<file path="src/rtl/matrix_pkg.sv">
// matrix_pkg: shared types, geometry constants and column-to-half-column mapping for the LED matrix scanner
package matrix_pkg;
  localparam int MATRIX_COLS = 5;
  localparam int MATRIX_ROWS = 7;
  localparam int HALF_COLS = 3;
  localparam int GLYPH_W = 21;
  typedef enum logic [1:0] {IDLE, BLANK, DRIVE} scan_state_e;
  typedef logic [2:0] col_idx_t;
  localparam col_idx_t COL_LAST = 3'd4;
  // Mirrored glyphs: columns 0/4 share slice 2, 1/3 share slice 1, centre uses slice 0
  function automatic logic [1:0] half_col(input col_idx_t c);
    return (c == 3'd0 || c == 3'd4) ? 2'd2 : (c == 3'd2) ? 2'd0 : 2'd1;
  endfunction
endpackage

</file>
<file path="src/rtl/scan_slot_timer.sv">
// scan_slot_timer: per-slot cycle counter with terminal-count and next-cycle blank-window flags
module scan_slot_timer #(
  parameter int SLOT_CYCLES = 1000,
  parameter int BLANK_CYCLES = 2
) (
  input  logic clock,
  input  logic clear,
  input  logic run,
  output logic done,
  output logic blank_next
);
  localparam int W = (SLOT_CYCLES > 1) ? $clog2(SLOT_CYCLES) : 1;
  logic [W-1:0] count, count_next;
  // blank_next describes the count the next edge will load, so callers can register outputs
  always_comb begin
    done = count == W'(SLOT_CYCLES - 1);
    count_next = (!run || done) ? '0 : count + 1'b1;
    blank_next = int'(count_next) < BLANK_CYCLES;
  end
  always_ff @(posedge clock) begin
    if (clear) count <= '0;
    else count <= count_next;
  end
endmodule

</file>
<file path="src/rtl/matrix_scan_controller.sv">
// matrix_scan_controller: frame-synchronised, blanked column scan of a 5x7 LED matrix with a per-frame glyph shadow
module matrix_scan_controller
  import matrix_pkg::*;
#(
  parameter int SLOT_CYCLES = 1000,
  parameter int BLANK_CYCLES = 2,
  parameter bit COL_ACTIVE_LOW = 1'b1
) (
  input  logic clock,
  input  logic clear,
  input  logic enable,
  input  logic [GLYPH_W-1:0] glyph_data,
  output logic [MATRIX_COLS-1:0] col,
  output logic [MATRIX_ROWS-1:0] row,
  output logic frame_start,
  output logic scanning
);
  localparam logic [MATRIX_COLS-1:0] COL_OFF = COL_ACTIVE_LOW ? '1 : '0;
  scan_state_e state, state_n;
  col_idx_t idx, idx_n;
  logic [GLYPH_W-1:0] shadow, shadow_n;
  logic run, done, blank_next, frame_n;
  logic [MATRIX_COLS-1:0] col_n;
  logic [MATRIX_ROWS-1:0] row_n;
  assign run = state != IDLE && enable;
  scan_slot_timer #(
    .SLOT_CYCLES(SLOT_CYCLES),
    .BLANK_CYCLES(BLANK_CYCLES)
  ) u_timer (
    .clock(clock),
    .clear(clear),
    .run(run),
    .done(done),
    .blank_next(blank_next)
  );
  always_comb begin
    state_n = !enable ? IDLE : blank_next ? BLANK : DRIVE;
    frame_n = enable && (state == IDLE || (done && idx == COL_LAST));
    idx_n = (!run || frame_n) ? '0 : done ? idx + 1'b1 : idx;
    shadow_n = frame_n ? glyph_data : shadow;
  end
  // Outputs are computed from next-state values so the registers match the state they enter
  always_comb begin
    col_n = (state_n == DRIVE) ? COL_OFF ^ (MATRIX_COLS'(1) << idx_n) : COL_OFF;
    row_n = (state_n == DRIVE) ? shadow_n[MATRIX_ROWS*int'(half_col(idx_n)) +: MATRIX_ROWS] : '0;
  end
  always_ff @(posedge clock) begin
    if (clear) begin
      state <= IDLE;
      idx <= '0;
      shadow <= '0;
      col <= COL_OFF;
      row <= '0;
      frame_start <= 1'b0;
      scanning <= 1'b0;
    end else begin
      state <= state_n;
      idx <= idx_n;
      shadow <= shadow_n;
      col <= col_n;
      row <= row_n;
      frame_start <= frame_n;
      scanning <= state_n != IDLE;
    end
  end
endmodule

</file>
<file path="config.mk">
export PLATFORM = sky130hd
export DESIGN_NAME = matrix_scan_controller
export DESIGN_NICKNAME = d
export VERILOG_FILES = /design/src/rtl/matrix_pkg.sv /design/src/rtl/scan_slot_timer.sv /design/src/rtl/matrix_scan_controller.sv
export SDC_FILE = /design/constraint.sdc
export NUM_CORES = 1
export LEC_CHECK = 0
export ABC_AREA = 1
export BUFFER_PORTS_ARGS = -buffer_cell sky130_fd_sc_hd__clkbuf_2
export CORE_ASPECT_RATIO = 0.75
export CORE_MARGIN = 4
export CORE_UTILIZATION = 35
export DETAILED_ROUTE_END_ITERATION = 16
export HOLD_SLACK_MARGIN = 0.15
export PLACE_DENSITY = 0.64
export SETUP_SLACK_MARGIN = 0.4
export SLEW_MARGIN = 20
export SYNTH_ARGS = -nofsm -noshare
export SYNTH_HDL_FRONTEND = slang
export SYNTH_SLANG_ARGS = --single-unit
</file>
<file path="constraint.sdc">
create_clock -name clock -period 2.9 [get_ports clock]
set_clock_uncertainty 0.15 [all_clocks]
set_input_delay 0.58 -clock clock [delete_from_list [all_inputs] [get_ports clock]]
set_output_delay 0.58 -clock clock [all_outputs]
set_load 0.005 [all_outputs]
</file>
==> metrics.txt <==
status=completed; worst min-delay path category=flop to flop; drt total wl=5.19 mm; HPWL Detailed=3.91 mm; area share of the leading cell type in the synthesized netlist=41.9%; first-pass GRT wire length=8.80 mm; Lkg Pwr=0.00132 uW; power share of the clock group=41.2%; met2 usage=18.2%; max-slew violation count=0; final critical-path required period=2.28 ns; Layout fillers=669; sequential area share after synthesis=41.9%; sw power=321 uW; main flop type after synthesis=dfxtp_1; CTS tree=built; internal power=1100 uW; Root Driver=clkbuf_8; pin count of the biggest net entering global routing=30; routing usage on met1=21.2%; post-synthesis mux area share=0%; critical setup path kind=flop to flop; Max Fanout on Critical Path=10; Logic pwr share=8.5%; global routing's busiest layer=met1; vias=2005; syn_area_per_cell=7.23 um2; core area=6470 um2; clock-pin slew on the worst setup and hold paths=0.10 ns; Post-CTS Resized=1; die area=8220 um2; initial antenna violation count=0; TritonCTS Sinks=50; adder-cell share of the synthesized area=1.57%; final hold vios=0; # diodes=0; fin util=43.0%; post-layout net count=391; Net Sw Frac=22.6%; Peak VDD IR=185 uV; final std cells w/o fill=446; Inst Count DP=438; M3 GR Usage=3.32%; Setup TNS=0 ns; Final Cell Area=2780 um2; CTS max path bufs=2; Compound-Gate Fraction of Synth Area=4.45%; Final Cycle Share=78.5%; Post-Synthesis Cell Area=2390 um2; fraction of the mapped netlist area in simple logic gates=42.3%; Max-Cap Viols=0; clk_lat worst skew=0.30 ns; Multi-input gate area=1200 um2; Synth cell types=30; RSZ-0062 raised after global routing=false; WP data required=2.96 ns; Seq cells post-synth=50; # rows=25; I/O Buffers=37; main combinational cell family by area after synthesis=simple AND/OR/NAND/NOR gates; post-place instance area=2610 um2; Post-synth EDFFs=0; crit end category=flop; Seq pwr share=50.4%; Yosys top cell by area=dfxtp_1; Max Fclk=0.440 GHz; vias in the first global route=1824; total CTS buffers=5; Ys Warns=0; synth top area cells=dfxtp_1, nand2_1, nor2_1, inv_1, nand3_1; Post-synth top cells=nand2_1, dfxtp_1, nor2_1, inv_1, nand3_1; area delta synth->final=16.5%; layout cell share with drive strength beyond 1=23.0%; H-tree level count=2; FF+latch area=1000 um2; initial DRC count=137; Arrival @ worst endpoint=2.33 ns; Mapped Nets=357; GR Overflow Total=0; Slew headroom=67.6%; DR vias/cell=4.50; most frequent cell after synthesis=nand2_1; startpoint types=flop; Die W=103 um; XOR/XNOR Fraction of Synth Area=0.734%; CTS Hold Buffers Added=0; TritonRoute pass-1 iters=4; Final setup viols=0; setup bufs post-CTS=0; Final GP Congestion=0.797; gr usage total=13.6%; Mapped Cells=330; Tot Pwr=1420 uW; remaining routing DRC violations=0; ys async rst share=0%; routed len/inst=11.6 um; post-route ant nets=0; initial core utilization=36.9%; die height=79.5 um; worst-margin pin slew=0.486 ns; Ports=38; Cell Pwr Density=511 nW/um2
==> power by group through the flow <==
stage | logic (uW) | registers, uW | clock network (uW)
after floorplan | 87.0 | 730 | 0
after CTS | 119 | 716 | 593
final | 120 | 716 | 585
after global placement | 117 | 731 | 0
after detailed placement | 118 | 732 | 0
after global routing | 139 | 718 | 625
==> sequential cells by signal, indices dropped and copies added, names as in the netlist <==
| name | flops |
|---|---|
| col | 5 |
| frame_start | 1 |
| idx | 3 |
| row | 7 |
| scanning | 1 |
| shadow | 21 |
| state | 2 |
| u_timer.count | 10 |
==> layer usage <==
| metal | wire, um | up-vias | share of wire [%] |
|---|---|---|---|
| met5 | 0 | - | 0 |
| met4 | 41 | 0 | 0.79 |
| met3 | 280 | 5 | 5.4 |
| met2 | 2000 | 43 | 39 |
| met1 | 2870 | 859 | 55 |
| li1 | - | 1098 | - |
==> worst max-delay path, stage by stage, from the launching register on <==
cell and delay (ns):
dfxtp_2 0.39, ha_2 0.24, nand2_2 0.12, nor2_8 0.17, nand3_4 0.14, nand2_1 0.10, nand2_1 0.13, nor2_2 0.18
nor2_4 0.09, inv_2 0.14, nand2_1 0.07, nor2_1 0.18, nor2_2 0.06
==> metrics by stage <==
stage	setup slack, ns	hold slack (ns)
detailed placement	0.355	0.311
global placement	0.443	0.307
CTS	0.412	0.325
global route	0.480	0.344
floorplan	0.858	0.296
finish	0.625	0.323
==> logic make-up (layout without fill, tap and decap cells) <==
family	Yosys count	in the layout
adders and majority gates	3	3
DFF	50	50
and+or+nand+nor	206	206
AOI/OAI and AO/OA	20	20
xor gates and xnor gates	2	2
buffers and inverters	49	84
==> cell type report <==
cell class / instances / area share [%]
repair buffers: 39 / 7.20
clock buffers: 5 / 2.47
inverters: 37 / 4.99
multi-input cells: 231 / 43.2
well taps: 81 / 3.64
clock inverters: 3 / 2.47
flip-flops and latches: 50 / 36.0
==> final timing paths <==
check	start	end	slack (ns)	cells past startpoint
setup / recovery	u_timer.count[0]	row[3]	0.62	12
hold / removal	shadow[8]	shadow[8]	0.32	2
setup reg to reg	u_timer.count[0]	row[3]	0.62	12
hold reg to reg	shadow[8]	shadow[8]	0.32	2
==> cells in the final DEF, fill, tap and decap left out, types with 2 or more instances in the layout <==
cell type	count
nand2_2	3
nand3_1	21
nand2_1	89
nor3_1	8
nand2_4	3
nor2_2	13
dfxtp_1	49
a21oi_1	8
nor2_1	45
inv_2	4
nor2_8	2
nand3b_1	7
clkbuf_8	5
nor2_4	2
o21ai_1	7
ha_1	2
xor2_1	2
inv_1	33
nand3_4	2
o21ai_0	3
bufinv_16	2
nand4_1	6
buf_4	2
clkbuf_2	37
Note: power is estimated with default switching activity, not from simulation.
